$ cat src/rtl/shift_arbiter_pkg.sv
// Shared types and helpers for the shift arbiter: operation and FSM state
// encodings plus a 32-bit bit-reversal used to build right shifts on a
// left-only shifter.
package shift_pkg;

  localparam int unsigned DataW  = 32;
  localparam int unsigned ShamtW = $clog2(DataW);

  typedef enum logic [1:0] {
    OP_SLL = 2'd0,
    OP_SRL = 2'd1,
    OP_SRA = 2'd2
  } shift_op_t;

  typedef enum logic [1:0] {
    IDLE  = 2'd0,
    SHIFT = 2'd1,
    MASK  = 2'd2,
    HOLD  = 2'd3
  } shift_arb_state_t;

  // Mirror a word end to end so a left shift behaves as a right shift.
  function automatic logic [31:0] bitrev32(input logic [31:0] x);
    logic [31:0] r;
    for (int i = 0; i < 32; i++) begin
      r[i] = x[31-i];
    end
    return r;
  endfunction

endpackage

$ cat src/rtl/shift_arbiter_if.sv
// Request/result bundle of the shift arbiter: two valid/ready request ports
// and one valid/ready result port. The master side drives requests and
// accepts results; the slave side is the arbiter.
interface shift_arbiter_if #(
  parameter int unsigned N = 32
);

  localparam int unsigned SW = $clog2(N);

  logic [1:0]             req_valid;
  logic [1:0]             req_ready;
  logic [1:0][N-1:0]      req_data;
  logic [1:0][SW-1:0]     req_shamt;
  logic [1:0][1:0]        req_op;

  logic                   out_valid;
  logic                   out_ready;
  logic [N-1:0]           out_data;
  logic                   out_id;

  modport master (
    output req_valid,
    output req_data,
    output req_shamt,
    output req_op,
    output out_ready,
    input  req_ready,
    input  out_valid,
    input  out_data,
    input  out_id
  );

  modport slave (
    input  req_valid,
    input  req_data,
    input  req_shamt,
    input  req_op,
    input  out_ready,
    output req_ready,
    output out_valid,
    output out_data,
    output out_id
  );

endinterface

$ cat src/rtl/shift_arbiter_shl.sv
// Logarithmic left barrel shifter: one conditional power-of-two stage per
// bit of the shift amount, zero fill from the right.
module shift_left_logical #(
  parameter int unsigned N = 32
) (
  input  logic [N-1:0]         operand,
  input  logic [$clog2(N)-1:0] amount,
  output logic [N-1:0]         result
);

  localparam int unsigned SW = $clog2(N);

  // Walk the stages from the 1-bit shift up to the N/2-bit shift.
  always_comb begin
    logic [N-1:0] acc;
    acc = operand;
    for (int i = 0; i < SW; i++) begin
      if (amount[i]) begin
        acc = acc << (32'd1 << i);
      end
    end
    result = acc;
  end

endmodule

$ cat src/rtl/shift_arbiter.sv
// Two-requester round-robin front end for a single shared 32-bit left
// shifter. Right shifts are built by reversing the operand, shifting left,
// and reversing the raw result back.
//
// Build option: define SHIFT_ARBITER_SRA_EN to make OP_SRA an arithmetic
// shift. That adds a MASK pass which reuses the shifter on an all-ones word
// to find the vacated high bits, then ORs in the sign. Without the macro
// OP_SRA runs exactly as OP_SRL.
module shift_arbiter
  import shift_pkg::*;
(
  input logic            clk,
  input logic            rst,
  shift_arbiter_if.slave bus
);

  shift_arb_state_t    state_q, state_d;
  logic                prio_q, prio_d;
  logic                id_q, id_d;
  logic [DataW-1:0]    data_q, data_d;
  logic [DataW-1:0]    result_q, result_d;
  logic [ShamtW-1:0]   shamt_q, shamt_d;
  shift_op_t           op_q, op_d;

  logic                grant;
  logic                accept;
  logic                is_right;
  logic                needs_mask;
  logic [DataW-1:0]    shift_in;
  logic [DataW-1:0]    shift_raw;

  // Reserved op 2'b11 falls through to a left shift.
  assign is_right = (op_q == OP_SRL) || (op_q == OP_SRA);

`ifdef SHIFT_ARBITER_SRA_EN
  assign needs_mask = (op_q == OP_SRA);
`else
  assign needs_mask = 1'b0;
`endif

  // Grant the sole valid requester, or the priority holder when both ask.
  always_comb begin
    grant = prio_q;
    if (bus.req_valid == 2'b01) begin
      grant = 1'b0;
    end else if (bus.req_valid == 2'b10) begin
      grant = 1'b1;
    end
  end

  // Ready goes only to the granted requester, and only while idle.
  always_comb begin
    bus.req_ready = 2'b00;
    if ((state_q == IDLE) && (bus.req_valid != 2'b00)) begin
      bus.req_ready[grant] = 1'b1;
    end
  end

  assign accept = (state_q == IDLE) && bus.req_valid[grant];

  // Select what the shared shifter sees in each phase.
  always_comb begin
    shift_in = data_q;
    unique case (state_q)
      SHIFT: shift_in = is_right ? bitrev32(data_q) : data_q;
`ifdef SHIFT_ARBITER_SRA_EN
      MASK:  shift_in = '1;
`endif
      default: shift_in = data_q;
    endcase
  end

  shift_left_logical #(
    .N(DataW)
  ) u_shl (
    .operand(shift_in),
    .amount (shamt_q),
    .result (shift_raw)
  );

  // Next-state and datapath updates for IDLE -> SHIFT -> (MASK) -> HOLD.
  always_comb begin
    state_d  = state_q;
    prio_d   = prio_q;
    id_d     = id_q;
    data_d   = data_q;
    result_d = result_q;
    shamt_d  = shamt_q;
    op_d     = op_q;

    unique case (state_q)
      IDLE: begin
        if (accept) begin
          data_d  = bus.req_data[grant];
          shamt_d = bus.req_shamt[grant];
          op_d    = shift_op_t'(bus.req_op[grant]);
          id_d    = grant;
          prio_d  = ~grant;
          state_d = SHIFT;
        end
      end
      SHIFT: begin
        result_d = is_right ? bitrev32(shift_raw) : shift_raw;
        state_d  = needs_mask ? MASK : HOLD;
      end
      MASK: begin
`ifdef SHIFT_ARBITER_SRA_EN
        // Bits cleared in the reversed all-ones shift are the vacated MSBs.
        result_d = result_q | (~bitrev32(shift_raw) & {DataW{data_q[DataW-1]}});
`endif
        state_d = HOLD;
      end
      HOLD: begin
        if (bus.out_ready) begin
          state_d = IDLE;
        end
      end
      default: state_d = IDLE;
    endcase
  end

  // State and datapath registers; reset drops any in-flight operation.
  always_ff @(posedge clk or posedge rst) begin
    if (rst) begin
      state_q  <= IDLE;
      prio_q   <= 1'b0;
      id_q     <= 1'b0;
      data_q   <= '0;
      result_q <= '0;
      shamt_q  <= '0;
      op_q     <= OP_SLL;
    end else begin
      state_q  <= state_d;
      prio_q   <= prio_d;
      id_q     <= id_d;
      data_q   <= data_d;
      result_q <= result_d;
      shamt_q  <= shamt_d;
      op_q     <= op_d;
    end
  end

  assign bus.out_valid = (state_q == HOLD);
  assign bus.out_data  = result_q;
  assign bus.out_id    = id_q;

endmodule

$ cat src/flat_wrapper.sv
// flat-port wrapper written by rule: the top's interface ports become plain ports
module shift_arbiter_flat import shift_pkg::*;
  (clk, rst, bus_req_valid, bus_req_data, bus_req_shamt, bus_req_op, bus_out_ready, bus_req_ready, bus_out_valid, bus_out_data, bus_out_id);
  shift_arbiter_if #(.N(32)) bus_i ();
  input logic clk;
  input logic rst;
  input wire logic [$bits(bus_i.req_valid)-1:0] bus_req_valid;
  input wire logic [$bits(bus_i.req_data)-1:0] bus_req_data;
  input wire logic [$bits(bus_i.req_shamt)-1:0] bus_req_shamt;
  input wire logic [$bits(bus_i.req_op)-1:0] bus_req_op;
  input wire logic [$bits(bus_i.out_ready)-1:0] bus_out_ready;
  output wire logic [$bits(bus_i.req_ready)-1:0] bus_req_ready;
  output wire logic [$bits(bus_i.out_valid)-1:0] bus_out_valid;
  output wire logic [$bits(bus_i.out_data)-1:0] bus_out_data;
  output wire logic [$bits(bus_i.out_id)-1:0] bus_out_id;
  assign bus_i.req_valid = bus_req_valid;
  assign bus_i.req_data = bus_req_data;
  assign bus_i.req_shamt = bus_req_shamt;
  assign bus_i.req_op = bus_req_op;
  assign bus_i.out_ready = bus_out_ready;
  assign bus_req_ready = bus_i.req_ready;
  assign bus_out_valid = bus_i.out_valid;
  assign bus_out_data = bus_i.out_data;
  assign bus_out_id = bus_i.out_id;
  shift_arbiter u_core (.clk(clk), .rst(rst), .bus(bus_i));
endmodule
$ cat config.mk
export PLATFORM = sky130hd
export DESIGN_NAME = shift_arbiter_flat
export DESIGN_NICKNAME = d
export VERILOG_FILES = /design/src/rtl/shift_arbiter_pkg.sv /design/src/rtl/shift_arbiter_if.sv /design/src/rtl/shift_arbiter_shl.sv /design/src/rtl/shift_arbiter.sv /design/src/flat_wrapper.sv
export SDC_FILE = /design/constraint.sdc
export NUM_CORES = 1
export LEC_CHECK = 0
export CORE_MARGIN = 3
export CORE_UTILIZATION = 24
export DETAILED_ROUTE_END_ITERATION = 8
export PLACE_DENSITY = 0.56
export SLEW_MARGIN = 20
export SYNTH_ARGS = -nofsm -noshare
export SYNTH_HDL_FRONTEND = slang
export SYNTH_SLANG_ARGS = --single-unit
$ cat constraint.sdc
create_clock -name clk -period 2.9 [get_ports clk]
set_input_delay 0.58 -clock clk [delete_from_list [all_inputs] [get_ports clk]]
set_output_delay 0.58 -clock clk [all_outputs]
set_load 0.01 [all_outputs]
Word-level counts from Yosys, hierarchy flattened
Index checks and enable logic that the tools add are counted.
{ "totals": {"out_inout_bits": 36, "wordCells": 51, "register_bits": 75, "in_bits": 83} }
{ "classes": {"n_reduce_logical": 9, "bitwise": 1, "eq_ne": 9, "muxes": 23, "order_cmp": 2} }
{ "op_table": {"columns": ["op", "count"], "rows": [
  ["$mux 32", 9],
  ["$mux 2", 5],
  ["$mux 5", 2],
  ["$eq 2x2->1 const B", 4],
  ["$eq 2x1->1 const B", 3],
  ["$pmux 2 s3", 1],
  ["$mux 1", 5],
  ["$reduce_and 2->1", 2],
  ["$logic_and 1x1->1", 3],
  ["$logic_not 2->1", 1],
  ["$lt 1x2->1 const B", 1],
  ["$ne 2x1->1 const B", 1],
  ["$ne 2x2->1 const B", 1],
  ["$reduce_bool 2->1", 1],
  ["$reduce_or 2->1", 1],
  ["$demux 1 s1", 1],
  ["$ge 1x1->1 const B", 1],
  ["$logic_or 1x1->1", 1],
  ["$not 1->1", 1]
]} }

Depth between registers and ports, before layout
Gate-level depths: netlist (run 1).
{ "logic_depth": {"depth_word": 9, "mapped_depth": 9, "mapped_depth_nobuf": 7} }

Cells and area by module
Synthesis (run 1) repeated with hierarchy kept, for this count alone.
{ "hier_totals": {"hier_cells": 511, "hier_area_um2": 5514.0} }
{ "by_module_without_submodules": {"columns": ["mod", "area_per_inst_um2", "instances", "cells_per_inst", "seq_area_each_um2"], "rows": [
  ["shift_arbiter", 3739.8, 1, 328, 1876.8],
  ["shift_left_logical", 1774.2, 1, 183, 0.0]
]} }

Least setup slack after synthesis (run 1)
No wires, ideal clock.
{ "synth_path": {"path_kind": "flip-flop to flip-flop", "start": "register u_core.op_q[0]", "end": "register u_core.result_q[9], in the netlist u_core.bus.out_data[9]", "required_ns": 2.777, "setup_ns": 0.123, "path_stages_with_launch": 7, "t_arrival_ns": 2.292, "setup_slack_ns": 0.486, "path_cell_list": "dfrtp_1 xor2_2 buf_6 mux4_2 mux4_2 a22o_1 o221a_2"} }
{ "synth_via": {"elab_chain_len": 9, "elab_cells_between_ends": 10, "cone_classes": "eq/ne (2); mux (7); reduce/logical (1)"} }
{ "synth_lines": {"columns": ["item", "line_no", "text"], "rows": [
  ["start: declaration", "shift_arbiter.sv:23", "shift_op_t op_q, op_d;"],
  ["start signal: assignment", "shift_arbiter.sv:139", "op_q <= op_d;"],
  ["$eq 2x1->1 / $eq 2x2->1 (equally long branches)", "shift_arbiter.sv:33", "assign is_right = (op_q == OP_SRL) || (op_q == OP_SRA);"],
  ["$logic_or 1x1->1 (*)", "shift_arbiter.sv:33", null],
  ["$mux 32", "shift_arbiter.sv:65", "SHIFT: shift_in = is_right ? bitrev32(data_q) : data_q;"],
  ["$mux 32 (5 in series)", "shift_arbiter_shl.sv:18", "if (amount[i]) begin"],
  ["$mux 32 (*)", "shift_arbiter.sv:103", "result_d = is_right ? bitrev32(shift_raw) : shift_raw;"],
  ["end signal: assignment", "shift_arbiter.sv:137", "result_q <= result_d;"],
  ["end: declaration", "shift_arbiter.sv:21", "logic [DataW-1:0] result_q, result_d;"]
]} }
Every way passes the cells marked *; elsewhere a longest branch is shown, timed or not.
A chain may end at the register's enable or synchronous reset.

Worst setup path in the final report (run 1)
{ "layout_path": {"start": "register u_core.op_q[0]", "end": "register u_core.result_q[10], in the netlist u_core.bus.out_data[10]"} }
The elaborated chain is that of the path after synthesis.

==> summary.txt, run 1 <==
Timing
  • Final hold violations: 0
  • Smallest hold slack: 0.4800 ns
  • Final Skew: 0.006960 ns
  • Tcrit/Tclk final: 94.65%
  • Max_slew headroom: 55.14%
  • Fin Setup TNS: 0 ns
  • Least-Margin Pin Slew: approximately 0.67 ns
  • Fin. max-slew vios: 0
  • Achievable frequency: between 0.3 and 0.4 GHz
  • Final setup viols: 0
  • RSZ-0062 raised after global routing: no
  • Crit path time final: 2.745 ns

Floorplanning
  • Die X: approximately 160 um
  • Die area: 24510 um2
  • Core footprint: 22030 um2
  • Row count: 54
  • Io pins: approximately 120
  • Initial Utilization: 24.70%
  • DIE HEIGHT: around 160 um

Route
  • DR vias/cell: 5.491
  • Drt first pass iters: 6
  • # DRC: 0
  • Total length of routed wires: 18.88 mm
  • Antenna-violating nets left: 0
  • Via count: 5134
  • Starting DRT DRC Count: between 600 and 700
  • Wire per inst: 20.19 um

Logic synthesis
  • Yosys warnings: 0
  • Post-synthesis register bit count: 75
  • Mux share of post-synthesis cell area: 21.11%
  • Adder-Cell Fraction of Synth Area: 0.9200%
  • Post-Syn Nets: 635
  • Top FF cell, synth: dfrtp_1
  • Ranking of synthesized cells by area: dfrtp_1 34%, mux4_2 12%, a222oi_1 7.2%
  • Post-synthesis share of cell area spent on xor and xnor gates: less than 1%
  • Top-area cell type share of the netlist area: 34.50%
  • Synth Cell Area: approximately 5400 um2
  • Post-synthesis compound-gate area fraction: 24.24%
  • Post-synthesis async set-or-reset flop share: 100.0%
  • Largest family of logic cells by synthesized area: compound AO/OA/AOI/OAI gates
  • Unique masters post-synth: 54
  • Cell accounting for the most synthesized area: dfrtp_1
  • Sequential fraction of the synthesis area: 34.50%
  • Post-Synthesis Cells: 548
  • Synth Area in Simple Gates: 10.19%
  • Post-synth EDFFs: 0
  • Syn avg cell area: around 9.9 um2

Outcome
  • Status: complete, no violations

CTS
  • Clk pin slew, worst setup/hold paths: 0.06 ns
  • Worst-Skew Late Latency: about 0.34 ns
  • CTS tree: done
  • Root Driver: clkbuf_16
  • CTS H-tree depth: 3
  • Number of gates resized after CTS: 0
  • CTS Buf Count: 9
  • CTS Buffer Depth: 2
  • Post CTS Setup Buffer Count: 0
  • CTS Hold Bufs: 0
  • Sink Count: 75

Power
  • Total power: 10310 uW
  • Leak pwr: 0.003162 uW
  • Peak VDD IR: 481.0 uV
  • PwrDens: 1407 nW/um2

Worst setup path
  • Data required, critical path: 3.12 ns
  • Slowest stage cell, crit path: dfrtp_1
  • Slowest Stage Delay on Critical Path: 0.47 ns
  • Worst r2r src: u_core.op_q[0]
  • CP endpoint kind: flop
  • CP Cell Sequence: xnor2_2 -> mux4_2 -> mux2i_1 -> nand2_1 -> and3_1 -> a221o_1 -> a221o_1
  • Crit path max-delay family: multiplexers
  • Crit path kind: reg -> reg
  • Worst-path maximum fanout: 8
  • Worst Setup SP: u_core.op_q[0]
  • Cell repeated most along the worst path: a221o_1
  • Worst setup SP type: flop
  • Bufs and invs on worst path: 0
  • Critical path data arrival time: 2.97 ns

Placement
  • Placed instance area: between 6000 and 7000 um2
  • PortBufs: ~120
  • Hpwl dp: around 14 mm
  • GPL Wtd Cong: around 0.9

Global route
  • GRT Total Usage: approximately 16%
  • Vias in the first global route: 4951
  • Initial antenna violation count: 0
  • Global-route wire length before repair: between 20 and 30 mm
  • Overflow left after global routing: 0
  • Largest net degree at the start of global routing: between 40 and 50

Worst hold path
  • Hold wc startpoint: u_core.bus.out_data[27]
  • Min-Delay Path Class: reg -> reg

Layout
  • Share of layout cells above drive strength 1: 13.59%
  • Fillers: 2304
  • Final core occ: 33.25%
  • Cell area after layout: 7323 um2
  • Nets: 738
  • # diodes: 0
  • Layout area overhead: 34.61%

Flow run
  • Max cap viols: 0
## logic make-up (layout without fill, tap and decap cells)
| family | count (synthesis) | count (layout) |
|---|---|---|
| xor+xnor | 3 | 3 |
| buf+inv | 107 | 214 |
| flops | 75 | 75 |
| mux | 70 | 70 |
| fa+ha+maj | 4 | 4 |
| compound gates | 172 | 172 |
| simple gates | 117 | 117 |
## cells in the final DEF (no fill, tap or decap), types with 6 or more instances in the layout
| cell | synthesis | final |
|---|---|---|
| a21oi_1 | 28 | 26 |
| a21o_1 | 8 | 8 |
| inv_1 | 55 | 54 |
| a22oi_1 | 15 | 15 |
| buf_4 | 1 | 20 |
| mux2i_1 | 30 | 30 |
| dfrtp_1 | 75 | 75 |
| nand2b_1 | 13 | 13 |
| nand2_1 | 41 | 41 |
| o22ai_1 | 16 | 16 |
| nor2_1 | 22 | 22 |
| clkbuf_16 | 0 | 9 |
| o221ai_1 | 16 | 16 |
| a222oi_1 | 39 | 39 |
| mux4_2 | 30 | 30 |
| nand3_1 | 9 | 9 |
| clkdlybuf4s50_1 | 0 | 118 |
| mux2_2 | 6 | 6 |
| nor2b_1 | 10 | 10 |
| o21ai_0 | 13 | 13 |
| nor3_1 | 9 | 9 |
## state kept, by name, summed over array words and instances, names as in the netlist
register             cells
u_core.prio_q            1
u_core.bus.out_data     32
u_core.data_q           32
u_core.op_q              2
u_core.shamt_q           5
u_core.bus.out_id        1
u_core.state_q           2
## final cells by class
type | instances | area [um2] | area share, %
clock buffer | 11 | 252.7 | 3.451
clock inverter | 4 | 97.59 | 1.333
sequential | 75 | 1877 | 25.63
tap | 280 | 350.3 | 4.784
timing repair buffer | 140 | 1371 | 18.73
multi-input combinational | 366 | 3153 | 43.05
inverter | 59 | 221.5 | 3.024
## routing by layer
| metal | global-route usage [%] | wire [um] | up-vias |
|---|---|---|---|
| met3 | 3.236 | 1384 | 19 |
| met1 | 24.32 | 9098 | 2538 |
| li1 | - | - | 2331 |
| met4 | 4.002 | 206 | 0 |
| met2 | 21.88 | 8187 | 246 |
| met5 | 0 | 0 | - |
## cells in the mapped netlist, types with 2 or more instances
cell type and instances:
buf_6 3, buf_1 7, nor3_1 9, a2bb2oi_1 3
o221a_2 2, dfrtp_1 75, nor2_1 22, o211ai_1 4
o32ai_1 2, a221o_1 3, mux4_1 4, and2_1 4
or2_2 2, inv_1 55, mux4_2 30, buf_2 4
a21o_1 8, o21a_1 2, nand3_1 9, a22o_1 3
inv_2 3, a22oi_1 15, a222oi_1 39, a21oi_1 28
and3_1 3, o221ai_1 16, mux2i_1 30, o21ai_0 13
ha_1 4, mux2_2 6, or2b_1 2, clkbuf_1 32
nand2_1 41, nor2b_1 10, o21ai_1 5, a211oi_1 2
o22ai_1 16, nand2b_1 13, a32oi_1 4
## report_power, final
| group | switching (uW) | internal [uW] | total [uW] |
|---|---|---|---|
| Sequential | 526 | 1520 | 2040 |
| Clock | 437 | 882 | 1320 |
| Combinational | 3900 | 3050 | 6940 |
## final timing paths
kind,to,slack [ns],cells after the start
worst max-delay path,u_core.bus.out_data[10],0.16,7
worst min-delay path,u_core.bus.out_data[27],0.48,1
worst max register to register,u_core.bus.out_data[10],0.16,7
worst min register to register,u_core.bus.out_data[27],0.48,1
max in group asynchronous,u_core.data_q[30],1.64,3
min in group asynchronous,u_core.bus.out_data[15],0.57,2
## stage by stage
stage               std cells  setup slack (ns)
CTS                       935            0.1553
floorplan                 548            0.4100
finish                    935            0.1550
detailed placement        920            0.1654
global route              935           0.01361
global placement          920            0.1828
(Power assumes the default switching activity.)
==> inputs of run 2 (changes only) <==
Settings changed: SYNTH_HIERARCHICAL from default to 1.
==> run 2 against run 1 <==
Net effect: worst setup slack lost 0.15 ns; synthesized cell count shrank 6.8%; clock power shrank 14%; routed wire length shrank 8.4%; sequential power grew 4%; core utilization grew 2.2 points; global-route usage shrank 1.4 points; cell count shrank 0.11%; synthesized area grew 1.4%; via count shrank 7.9%; final area grew 7.7%.
==> summary.txt, run 2 <==
Route
  • Antenna-violating nets left: 0
  • Starting DRT DRC Count: 316
  • Drt first pass iters: 5
  • # DRC: 0
  • Via count: 4728
  • DR vias/cell: 5.062
  • Wire per inst: 18.51 um
  • Total length of routed wires: roughly 17 mm

Power
  • Leak pwr: roughly 0.0033 uW
  • Net switching power: 5008 uW
  • Clock group share of total power: under 10%
  • Flop pwr share: about 18%
  • Switch share: 42.85%
  • Peak VDD IR: 593.6 uV
  • PwrDens: 1481 nW/um2
  • Logic pwr share: 72.1%
  • Pint: 6678 uW

Logic synthesis
  • Syn avg cell area: between 10 and 15 um2
  • Yosys warnings: 6
  • Top FF cell, synth: dfrtp_1
  • Post-synth EDFFs: 0
  • Post-Synthesis Cells: 511
  • Synth Cell Area: 5514 um2
  • Unique masters post-synth: 44
  • Post-synthesis async set-or-reset flop share: 100.0%
  • Post-synthesis register bit count: 75
  • Sequential fraction of the synthesis area: 34.04%
  • Commonest cells post-synth: 75 x dfrtp_1, 52 x nor2_1, 48 x mux2_2
  • Post-Syn Nets: 598
  • Top-area cell type share of the netlist area: 34.04%
  • Most frequent cell after synthesis: dfrtp_1
  • Ranking of synthesized cells by area: dfrtp_1 34%, mux2_2 9.8%, mux4_2 9.8%
  • Cell accounting for the most synthesized area: dfrtp_1

Layout
  • Commonest non-fill, non-tap cell in the layout: clkdlybuf4s50_1
  • Final core occ: 35.49%
  • Nets: ~740
  • Cell area after layout: 7890 um2
  • Multi-input logic area: 3655 um2
  • Fillers: 2244
  • # diodes: 0
  • Commonest cells after routing, fill and taps aside: 118 x clkdlybuf4s50_1, 72 x dfrtp_1, 48 x nor2_1, 47 x buf_4, 41 x a221o_1
  • Share of layout cells above drive strength 1: a little under 30%
  • Final Non-Filler Cells: between 900 and 1000
  • Layout area overhead: 43.09%
  • Register cell area after layout: 1881 um2

CTS
  • CTS Buf Count: 9
  • CTS H-tree depth: 3
  • Clk pin slew, worst setup/hold paths: around 0.070 ns
  • Root Driver: clkbuf_16
  • CTS Hold Bufs: 0
  • CTS tree: done
  • CTS Buffer Depth: 2
  • Sink Count: 75
  • Worst-Skew Late Latency: ~0.35 ns

Outcome
  • Status: complete, no violations

Worst setup path
  • Crit path kind: reg -> reg
  • Worst-path maximum fanout: 6
  • Data required, critical path: slightly above 3 ns
  • CP endpoint kind: flop
  • Reg2Reg Depth: 11
  • Critical path data arrival time: 3.10 ns
  • Worst setup SP type: flop

Floorplanning
  • Initial Utilization: 24.81%
  • Io pins: 119
  • Die area: 24830 um2
  • Die X: 157.6 um
  • Core footprint: roughly 22000 um2
  • Row count: 54
  • DIE HEIGHT: 157.6 um

Timing
  • Final Skew: 0.01187 ns
  • Fin. max-slew vios: 0
  • Crit path time final: 2.900 ns
  • Max_slew headroom: 44.98%
  • RSZ-0062 raised after global routing: yes
  • Achievable frequency: 0.3448 GHz
  • Least-Margin Pin Slew: 0.8236 ns
  • Final hold violations: 0
  • Final setup viols: 0
  • Setup ws final: 0.0001614 ns
  • Tcrit/Tclk final: 99.99%
  • Smallest hold slack: 0.4989 ns

Global route
  • Global-route wire length before repair: 27.22 mm
  • Overflow left after global routing: 0
  • Met3 usage: 3.308%
  • Initial antenna violation count: 0
  • Vias in the first global route: between 4000 and 5000
  • Met1 GRT Util: 20.12%
  • GRT Total Usage: roughly 14%
  • M2 GR Usage: 22.02%
  • GRT busiest layer: met2
  • Largest net degree at the start of global routing: 65

Placement
  • Dpl ws: -0.1699 ns
  • Hpwl dp: 13.00 mm
  • GPL Wtd Cong: roughly 0.87
  • PortBufs: between 100 and 150
  • Placed instance area: ~7200 um2
  • DP Cell Count: between 900 and 1000

Worst hold path
  • Min-Delay Path Class: reg -> reg
  • Hold path depth: 1

Flow run
  • Max cap viols: 0
[run 2: cell type report]
| cell class | instances | area share, % |
|---|---|---|
| multi-input cells | 383 | 46.32 |
| repair buffers | 173 | 21.33 |
| inverters | 7 | 0.3330 |
| flip-flops and latches | 75 | 23.83 |
| clock inverters | 6 | 0.8405 |
| well taps | 280 | 4.440 |
| clock buffers | 10 | 2.902 |
[run 2: what timing repair did]
item,in CTS,in global routing
pin swaps,7,10
endpoints found under the setup margin,31,32
resized for setup,44,44
buffers inserted,4,3
gates cloned,2,0
[run 2: metal layers]
| metal | part of all wire, % | routed length [um] | up-vias |
|---|---|---|---|
| li1 | - | - | 2226 |
| met1 | 47 | 8179 | 2324 |
| met2 | 46 | 7986 | 161 |
| met3 | 5.3 | 913 | 17 |
| met4 | 1.2 | 206 | 0 |
| met5 | 0 | 0 | - |
[run 2: logic make-up (layout without fill, tap and decap cells)]
| family | Yosys count | in the layout | share of synthesized area, % |
|---|---|---|---|
| buffers and inverters | 53 | 196 | 5.174 |
| XOR/XNOR | 1 | 1 | 0.2951 |
| AND/OR/NAND/NOR | 131 | 131 | 11.64 |
| multiplexers | 123 | 123 | 31.52 |
| flip-flops | 75 | 75 | 34.04 |
| AO/OA/AOI/OAI | 124 | 124 | 16.43 |
| adder cells (fa/ha/maj) | 4 | 4 | 0.9077 |
[run 2: critical path, cell delays in order, from the launching register on]
cell and delay (ns):
dfrtp_2 0.44, xor2_4 0.20, nand2_4 0.09, buf_12 0.14, buf_16 0.13, mux2_4 0.32, mux4_2 0.53, mux2_4 0.32
a22oi_2 0.16, o211ai_1 0.15, mux2i_1 0.17, a21oi_1 0.09
[run 2: path summary, 6_finish.rpt]
kind                                   startpoint                      end  slack (ns)
worst max-delay path               u_core/op_q[1]   u_core/bus.out_data[2]      0.0002
worst min-delay path            u_core/bus.out_id        u_core/bus.out_id        0.50
worst max register to register     u_core/op_q[1]   u_core/bus.out_data[2]      0.0002
worst min register to register  u_core/bus.out_id        u_core/bus.out_id        0.50
max in group asynchronous                     rst        u_core/data_q[21]        1.74
min in group asynchronous                     rst  u_core/bus.out_data[30]        0.75
[run 2: power by group through the flow]
| stage | Clock, uW | Sequential [uW] | Combinational, uW |
|---|---|---|---|
| floorplan | 0 | 1960 | 4940 |
| global route | 1220 | 2240 | 9070 |
| detailed placement | 0 | 2130 | 7310 |
| finish | 1130 | 2130 | 8420 |
| CTS | 1180 | 2150 | 7910 |
| global placement | 0 | 2130 | 7330 |
[run 2: per-stage QoR]
step	setup TNS [ns]	power (uW)
after floorplan	0	6894
after global placement	-2.423	9456
after detailed placement	-2.815	9447
after CTS	-0.02262	11230
after global routing	-0.8977	12530
final	0	11690
